## src/rtl/fetch_ifid_stage_if.sv

```systemverilog
// Fetch-stage bus: hazard-unit controls, redirect requests, instruction memory and IF/ID outputs.
// master = fetch stage, slave = surrounding pipeline / memory.
interface fetch_ifid_stage_if #(
    parameter int PC_W = 32
);
    logic            PCWrite;
    logic            WriteIFID;
    logic            flushifid;
    logic [2:0]      jump_sel;
    logic [25:0]     jump_index;
    logic [PC_W-1:0] jr_target;
    logic            branch_taken;
    logic [PC_W-1:0] branch_target;
    logic [PC_W-1:0] imem_addr;
    logic [31:0]     imem_rdata;
    logic [31:0]     ifid_instr;
    logic [PC_W-1:0] ifid_pc4;
    logic            ifid_valid;
    logic            redirect_pending;

    modport master (
        input  PCWrite, WriteIFID, flushifid, jump_sel, jump_index, jr_target,
               branch_taken, branch_target, imem_rdata,
        output imem_addr, ifid_instr, ifid_pc4, ifid_valid, redirect_pending
    );

    modport slave (
        output PCWrite, WriteIFID, flushifid, jump_sel, jump_index, jr_target,
               branch_taken, branch_target, imem_rdata,
        input  imem_addr, ifid_instr, ifid_pc4, ifid_valid, redirect_pending
    );
endinterface

```

## src/rtl/fetch_ifid_stage.sv

```systemverilog
// Instruction fetch (PC + next-PC select, held-redirect latch) and IF/ID pipeline register.
// Optional macro FETCH_PERF_EN adds saturating stall_cnt / flush_cnt outputs.
module fetch_ifid_stage #(
    parameter int              PC_W     = 32,
    parameter logic [PC_W-1:0] RESET_PC = '0
) (
    input  logic              clk,
    input  logic              reset,
    fetch_ifid_stage_if.master bus
`ifdef FETCH_PERF_EN
    ,
    output logic [31:0]       stall_cnt,
    output logic [31:0]       flush_cnt
`endif
);
    typedef enum logic {RUN = 1'b0, HOLD_REDIRECT = 1'b1} state_t;

    state_t          state_reg, state_next;
    logic [PC_W-1:0] pc_reg, pc_next;
    logic [PC_W-1:0] pend_reg, pend_next;
    logic [PC_W-1:0] pc_plus4;
    logic [31:0]     instr_reg;
    logic [PC_W-1:0] pc4_reg;
    logic            valid_reg;
    logic            redir_req;
    logic [PC_W-1:0] redir_raw, redir_target;

    assign pc_plus4 = pc_reg + PC_W'(4);

    // Redirect request, highest priority first; the J-type region comes from the instruction in ID.
    always_comb begin
        redir_req = 1'b1;
        redir_raw = bus.branch_target;
        if (bus.branch_taken)
            redir_raw = bus.branch_target;
        else if (bus.jump_sel == 3'd1)
            redir_raw = {pc4_reg[PC_W-1:28], bus.jump_index, 2'b00};
        else if (bus.jump_sel == 3'd2)
            redir_raw = bus.jr_target;
        else
            redir_req = 1'b0;
    end

    assign redir_target = redir_raw & ~PC_W'(3);

    always_comb begin
        state_next = state_reg;
        pc_next    = pc_reg;
        pend_next  = pend_reg;
        case (state_reg)
            RUN: begin
                if (!bus.PCWrite) begin
                    pc_next = redir_req ? redir_target : pc_plus4;
                end else if (redir_req) begin
                    pend_next  = redir_target;
                    state_next = HOLD_REDIRECT;
                end
            end
            HOLD_REDIRECT: begin
                if (redir_req)
                    pend_next = redir_target;
                if (!bus.PCWrite) begin
                    pc_next    = redir_req ? redir_target : pend_reg;
                    state_next = RUN;
                end
            end
            default: state_next = RUN;
        endcase
    end

    always_ff @(posedge clk or posedge reset) begin
        if (reset) begin
            state_reg <= RUN;
            pc_reg    <= RESET_PC;
            pend_reg  <= '0;
        end else begin
            state_reg <= state_next;
            pc_reg    <= pc_next;
            pend_reg  <= pend_next;
        end
    end

    // Flush beats hold; a held PC with WriteIFID low simply reloads the same instruction.
    always_ff @(posedge clk or posedge reset) begin
        if (reset) begin
            instr_reg <= '0;
            pc4_reg   <= '0;
            valid_reg <= 1'b0;
        end else if (bus.flushifid) begin
            instr_reg <= '0;
            pc4_reg   <= '0;
            valid_reg <= 1'b0;
        end else if (!bus.WriteIFID) begin
            instr_reg <= bus.imem_rdata;
            pc4_reg   <= pc_plus4;
            valid_reg <= 1'b1;
        end
    end

    assign bus.imem_addr        = pc_reg;
    assign bus.ifid_instr       = instr_reg;
    assign bus.ifid_pc4         = pc4_reg;
    assign bus.ifid_valid       = valid_reg;
    assign bus.redirect_pending = (state_reg == HOLD_REDIRECT);

`ifdef FETCH_PERF_EN
    logic [31:0] stall_cnt_reg, flush_cnt_reg;

    always_ff @(posedge clk or posedge reset) begin
        if (reset) begin
            stall_cnt_reg <= '0;
            flush_cnt_reg <= '0;
        end else begin
            if (bus.PCWrite && (stall_cnt_reg != 32'hFFFF_FFFF))
                stall_cnt_reg <= stall_cnt_reg + 32'd1;
            if (bus.flushifid && (flush_cnt_reg != 32'hFFFF_FFFF))
                flush_cnt_reg <= flush_cnt_reg + 32'd1;
        end
    end

    assign stall_cnt = stall_cnt_reg;
    assign flush_cnt = flush_cnt_reg;
`endif
endmodule

```

## src/flat_wrapper.sv

```systemverilog
// flat-port wrapper written by rule: the top's interface ports become plain ports
module fetch_ifid_stage_flat 
#(
    parameter int              PC_W     = 32,
    parameter logic [PC_W-1:0] RESET_PC = '0
)
  (clk, reset, bus_PCWrite, bus_WriteIFID, bus_flushifid, bus_jump_sel, bus_jump_index, bus_jr_target, bus_branch_taken, bus_branch_target, bus_imem_rdata, bus_imem_addr, bus_ifid_instr, bus_ifid_pc4, bus_ifid_valid, bus_redirect_pending);
  fetch_ifid_stage_if #(.PC_W(PC_W)) bus_i ();
  input  logic clk;
  input  logic reset;
  input wire logic [$bits(bus_i.PCWrite)-1:0] bus_PCWrite;
  input wire logic [$bits(bus_i.WriteIFID)-1:0] bus_WriteIFID;
  input wire logic [$bits(bus_i.flushifid)-1:0] bus_flushifid;
  input wire logic [$bits(bus_i.jump_sel)-1:0] bus_jump_sel;
  input wire logic [$bits(bus_i.jump_index)-1:0] bus_jump_index;
  input wire logic [$bits(bus_i.jr_target)-1:0] bus_jr_target;
  input wire logic [$bits(bus_i.branch_taken)-1:0] bus_branch_taken;
  input wire logic [$bits(bus_i.branch_target)-1:0] bus_branch_target;
  input wire logic [$bits(bus_i.imem_rdata)-1:0] bus_imem_rdata;
  output wire logic [$bits(bus_i.imem_addr)-1:0] bus_imem_addr;
  output wire logic [$bits(bus_i.ifid_instr)-1:0] bus_ifid_instr;
  output wire logic [$bits(bus_i.ifid_pc4)-1:0] bus_ifid_pc4;
  output wire logic [$bits(bus_i.ifid_valid)-1:0] bus_ifid_valid;
  output wire logic [$bits(bus_i.redirect_pending)-1:0] bus_redirect_pending;
  assign bus_i.PCWrite = bus_PCWrite;
  assign bus_i.WriteIFID = bus_WriteIFID;
  assign bus_i.flushifid = bus_flushifid;
  assign bus_i.jump_sel = bus_jump_sel;
  assign bus_i.jump_index = bus_jump_index;
  assign bus_i.jr_target = bus_jr_target;
  assign bus_i.branch_taken = bus_branch_taken;
  assign bus_i.branch_target = bus_branch_target;
  assign bus_i.imem_rdata = bus_imem_rdata;
  assign bus_imem_addr = bus_i.imem_addr;
  assign bus_ifid_instr = bus_i.ifid_instr;
  assign bus_ifid_pc4 = bus_i.ifid_pc4;
  assign bus_ifid_valid = bus_i.ifid_valid;
  assign bus_redirect_pending = bus_i.redirect_pending;
  fetch_ifid_stage #(.PC_W(PC_W), .RESET_PC(RESET_PC)) u_core (.clk(clk), .reset(reset), .bus(bus_i));
endmodule
```

## config.mk

```make
export PLATFORM = sky130hd
export DESIGN_NAME = fetch_ifid_stage_flat
export DESIGN_NICKNAME = d
export VERILOG_FILES = /design/src/rtl/fetch_ifid_stage_if.sv /design/src/rtl/fetch_ifid_stage.sv /design/src/flat_wrapper.sv
export SDC_FILE = /design/constraint.sdc
export NUM_CORES = 1
export LEC_CHECK = 0
export BUFFER_PORTS_ARGS = -buffer_cell sky130_fd_sc_hd__buf_2
export CAP_MARGIN = 20
export CORE_ASPECT_RATIO = 1.4
export CORE_MARGIN = 4
export CORE_UTILIZATION = 45
export DETAILED_ROUTE_END_ITERATION = 10
export GPL_TIMING_DRIVEN = 0
export PLACE_DENSITY = 0.85
export SYNTH_ARGS = -nofsm -noshare
export SYNTH_HDL_FRONTEND = slang
export SYNTH_SLANG_ARGS = --single-unit
```

## constraint.sdc

```tcl
create_clock -name clk -period 7.8 [get_ports clk]
set_clock_uncertainty 0.1 [all_clocks]
set_input_delay 1.56 -clock clk [delete_from_list [all_inputs] [get_ports clk]]
set_output_delay 1.56 -clock clk [all_outputs]
set_load 0.02 [all_outputs]
```

# After elaboration in Yosys (flattened, before gate mapping)
# Index checks and enable logic that the tools add are counted.
[op_classes]
addsub = 1
eq_ne = 6
n_mux = 23
n_bitwise = 1
n_reduce_logical = 1
[ops]
columns = ["cell", "count"]
rows = [
  ["32-bit two-way mux", 12],
  ["32-bit one-hot mux with 2 select lines", 2],
  ["32-bit by 3-bit adder with 32-bit output, second input constant", 1],
  ["1-bit two-way mux", 8],
  ["2-bit != test, second input constant", 3],
  ["3-bit by 1-bit equality test with 1-bit output, second input constant", 1],
  ["3-bit by 2-bit equality test with 1-bit output, second input constant", 1],
  ["2-bit by 1-bit != test with 1-bit output, second input constant", 1],
  ["1-bit one-hot mux with 2 select lines", 1],
  ["2-bit AND reduction", 1],
  ["1-bit NOT", 1],
]
[totals]
reg_bits = 130
inputBits = 131
out_inout_bits = 98
elab_cells = 38

# Depth between registers and ports, before layout
[depth]
ltp_word = 7
depth_mapped = 7
ltp_nobuf = 6

# Worst setup path after synthesis
# Ideal clock, no wire load.
[synth_path]
kind = "in2reg"
startpoint = "in bus_branch_taken"
endpoint = "reg u_core.pend_reg[10]"
setup_ps = 121
arrival_ps = 2736
t_required_ps = 7579
slack_ps = 4843
stages = 6
path_buffers = 2
cell_sequence = "clkbuf_1 inv_1 o21ai_1 nand2_1 clkbuf_1 a22o_1"
[synth_between]
elab_chain_len = 4
word_cells_on_any_way = 5
classes_between = "mux (5)"
[synth_lines]
columns = ["element", "line_no", "rtl"]
rows = [
  ["start, declared", "flat_wrapper.sv:17", "input wire logic [$bits(bus_i.branch_taken)-1:0] bus_branch_taken;"],
  ["32-bit two-way mux or 1-bit two-way mux (tied branches)", "fetch_ifid_stage.sv:34", "if (bus.branch_taken)"],
  ["32-bit two-way mux (*)", "fetch_ifid_stage.sv:54, fetch_ifid_stage.sv:60", ""],
  ["32-bit two-way mux", "fetch_ifid_stage.sv:52", "if (!bus.PCWrite) begin"],
  ["32-bit one-hot mux with 2 select lines (*)", "fetch_ifid_stage.sv:50", "case (state_reg)"],
  ["end signal, assigned", "fetch_ifid_stage.sv:79", "pend_reg <= pend_next;"],
  ["end, declared", "fetch_ifid_stage.sv:20", "logic [PC_W-1:0] pend_reg, pend_next;"],
]
# Mark *: on every way between the ends. The rest lies on a longest branch, timed or not. The select of a mux whose other input is x is not followed.
# A chain may end at the register's enable or synchronous reset.

# Final worst setup path
# Same ends and word-level chain as after synthesis.

==> results.json <==
{
  "design.die.area_um2": 17200,
  "critPathMaxFanout": 10,
  "global_route.usage.total_pct": 25.6,
  "route.vias.total": 6690,
  "path_class": "in -> reg",
  "cts.path.max_buffers": 2,
  "clock.fmax_mhz": 305,
  "timing.critical_path.slowest_cell_delay_ps": 370,
  "io_pins": 229,
  "ant_nets": 0,
  "critical_path.slowest_cell": "sky130_fd_sc_hd__o21ai_1",
  "slew_violations": 0,
  "leak_pwr_uw": 0.00425,
  "grt_max_degree": 79,
  "synthArstFlopShare_pct": 100,
  "finalCriticalPeriod_ps": 3280,
  "number_of_antenna_violations_at_the_first_check_in_global_routing": 0,
  "area.growth.synth_to_final_pct": 28.7,
  "synthesis.area_per_instance_um2": 9.66,
  "globalplace.congestion": 0.920,
  "nets": 1078,
  "placeable_area_um2": 14900,
  "power-per-cell-area_nw_per_um2": 231,
  "wl_um": 21900,
  "post_route_cells_drive_above_1_share_pct": 28.8,
  "die_h_um": 154,
  "crit_required_ps": 8010,
  "grt_setup_unrepaired": "no",
  "yosysSeqAreaShare_pct": 47.7,
  "placement_rows": 53,
  "postSynthNetCount": 838,
  "grtUsageMet1_pct": 29.2,
  "layout.cells.most_common_list": "sky130_fd_sc_hd__buf_2, sky130_fd_sc_hd__dfrtp_1, sky130_fd_sc_hd__nor2_1",
  "commonest_non_fill_non_tap_cell_in_the_layout": "sky130_fd_sc_hd__buf_2",
  "worst-slew-pin-transition_ps": 709,
  "start_util_pct": 45.7,
  "most_used_routing_layer_in_global_routing": "met2",
  "detailedRoute.firstPassIterationCount": 6,
  "drc_violation_count_after_routing": 0,
  "timing.rr.start": "u_core.bus.imem_addr[2]",
  "antenna-diode-count": 0,
  "hold_path.startpoint": "u_core.pend_reg[2]",
  "grt_pass1_vias": 6942,
  "cts-hold-fix-buffers": 0,
  "resize_count_post_cts": 0,
  "clock_tree.htree_level_count": 4,
  "post-route-cell-area_um2": 8780,
  "timing.hold.worst_path_depth": 2,
  "critPathMostFrequentCell": "sky130_fd_sc_hd__clkbuf_1",
  "cts_post_setup_buffers_inserted": 0,
  "detailed_place_hpwl_um": 16900,
  "hold_path.class": "reg -> reg",
  "placement.cell_area_um2": 8200,
  "worst_setup_path_start_kind": "primary input",
  "cts-root-buf": "sky130_fd_sc_hd__clkbuf_16",
  "setup-violations-final": 0,
  "synthesis.area_um2": 6820,
  "critPathArrivalTime_ps": 3480,
  "dominantRegCellSynth": "sky130_fd_sc_hd__dfrtp_1",
  "slew_margin_rel_pct": 52.7,
  "r2r_cell_count": 7,
  "number_of_enable_flip_flop_cells_after_synthesis": 0,
  "detail_route.iter0.violations": 592,
  "tritoncts": "done",
  "max_cap_violations": 0,
  "globalRouteMet3Util_pct": 5.12,
  "clk_pin_slew_ps": 60,
  "worstSetupStartpoint": "bus_branch_taken",
  "fin_crit_sh_pct": 42.0,
  "grt_first_pass_wirelength_um": 35300,
  "place.port_buffers": 220,
  "overflow_left_after_global_routing": 0,
  "synth_top_cell_area_share_pct": 47.7,
  "use_met2_pct": 45.5,
  "ys_seq_elements": 130,
  "place_ws_ps": 4160,
  "clock_sink_count": 130,
  "yosysWarnings": 0,
  "kind_of_capture_point_of_the_worst_setup_path": "flop",
  "tritoncts.num_buffers": 17,
  "synth_cell_type_count": 52,
  "dominant_cells_by_area_after_synthesis": "sky130_fd_sc_hd__dfrtp_1, sky130_fd_sc_hd__mux2i_1, sky130_fd_sc_hd__a22o_1",
  "timing_hold_violations_final": 0,
  "syn_inst": 706,
  "routedWlPerCell_um": 19.0,
  "timing.setup.tns_ps": 0,
  "cell_type_with_the_largest_total_area_after_synthesis": "sky130_fd_sc_hd__dfrtp_1",
  "max-vdd-ir-drop_uv": 148,
  "final.setup.worst_slack_ps": 4520,
  "die-width_um": 112,
  "status": "finished, final reports clean",
  "crit_chain": "clkbuf_1, inv_1, o21ai_1, nand2_1, clkbuf_1, a22o_1",
  "clk-insertion-delay-late_ps": 420,
  "route.detailed.vias_per_inst": 5.81
}
[Yosys cell counts, types with 3 or more instances]
cell type / instances
sky130_fd_sc_hd__nand3_1: 13
sky130_fd_sc_hd__a22oi_1: 26
sky130_fd_sc_hd__o31a_1: 11
sky130_fd_sc_hd__dfrtp_1: 130
sky130_fd_sc_hd__o311a_1: 5
sky130_fd_sc_hd__a211oi_1: 22
sky130_fd_sc_hd__o21ai_0: 44
sky130_fd_sc_hd__a221oi_1: 4
sky130_fd_sc_hd__nor4_4: 4
sky130_fd_sc_hd__and2_1: 3
sky130_fd_sc_hd__buf_2: 5
sky130_fd_sc_hd__inv_1: 25
sky130_fd_sc_hd__mux2i_1: 38
sky130_fd_sc_hd__o22ai_1: 18
sky130_fd_sc_hd__xor2_1: 7
sky130_fd_sc_hd__xnor2_1: 21
sky130_fd_sc_hd__nand4_1: 9
sky130_fd_sc_hd__clkbuf_1: 49
sky130_fd_sc_hd__nor3_1: 8
sky130_fd_sc_hd__a21boi_0: 3
sky130_fd_sc_hd__nor2_1: 80
sky130_fd_sc_hd__nand3_2: 4
sky130_fd_sc_hd__a21oi_1: 35
sky130_fd_sc_hd__nand2b_1: 3
sky130_fd_sc_hd__and3_1: 4
sky130_fd_sc_hd__a222oi_1: 11
sky130_fd_sc_hd__a22o_1: 37
sky130_fd_sc_hd__nand2_1: 51
sky130_fd_sc_hd__o21ai_1: 6
[cell families after synthesis]
kind of cell             count (synthesis)  share of synthesized area, %
AO/OA/AOI/OAI                          238                          24.6
AND/OR/NAND/NOR                        188                          13.5
flip-flops                             130                          47.7
buffers and inverters                   82                          4.71
multiplexers                            39                          5.74
XOR/XNOR                                28                          3.60
adder cells (fa/ha/maj)                  1                         0.183
[path summary, 6_finish.rpt]
check / slack (ps) / end
max in group asynchronous: 5770 / u_core.bus.ifid_pc4[21]
hold reg to reg: 380 / u_core.pend_reg[2]
hold / removal: 380 / u_core.pend_reg[2]
setup / recovery: 4520 / u_core.pend_reg[10]
setup reg to reg: 5340 / u_core.bus.imem_addr[16]
min in group asynchronous: 1080 / u_core.pend_reg[0]
[worst max-delay path, delay by kind of cell]
family	cells	cell delay, ps
compound gates	2	680
simple gates	1	330
buf+inv	3	910
[layer usage]
| metal | routed length (µm) | up-vias | share of wire (%) |
|---|---|---|---|
| met2 | 11300 | 380 | 52 |
| met3 | 1590 | 68 | 7.3 |
| met5 | 0 | - | 0 |
| met1 | 8070 | 3152 | 37 |
| met4 | 926 | 0 | 4.2 |
| li1 | - | 3090 | - |
[metrics by stage]
| step | instances | utilization, % | hold WS (ps) | power (µW) |
|---|---|---|---|---|
| floorplan | 706 | - | 345 | 1080 |
| global placement | 1118 | 54.7 | 360 | 1230 |
| detailed placement | 1119 | 54.9 | 371 | 1250 |
| CTS | 1151 | 58.8 | 384 | 2030 |
| global route | 1151 | 58.8 | 402 | 2110 |
| finish | 1151 | 58.8 | 383 | 2030 |
[power breakdown]
part | total, µW | switching, µW | internal (µW)
combinational | 431 | 272 | 159
clock | 789 | 316 | 473
sequential | 809 | 63.9 | 745
[area by class of cell]
cell class,instances,area [µm²]
flip-flops and latches,130,3250
clock inverters,15,159
repair buffers,221,1130
fillers,1323,6140
plain buffers,56,224
inverters,26,103
well taps,192,240
clock buffers,17,425
multi-input cells,494,3250
No activity file was read; power rests on OpenSTA's default activity.
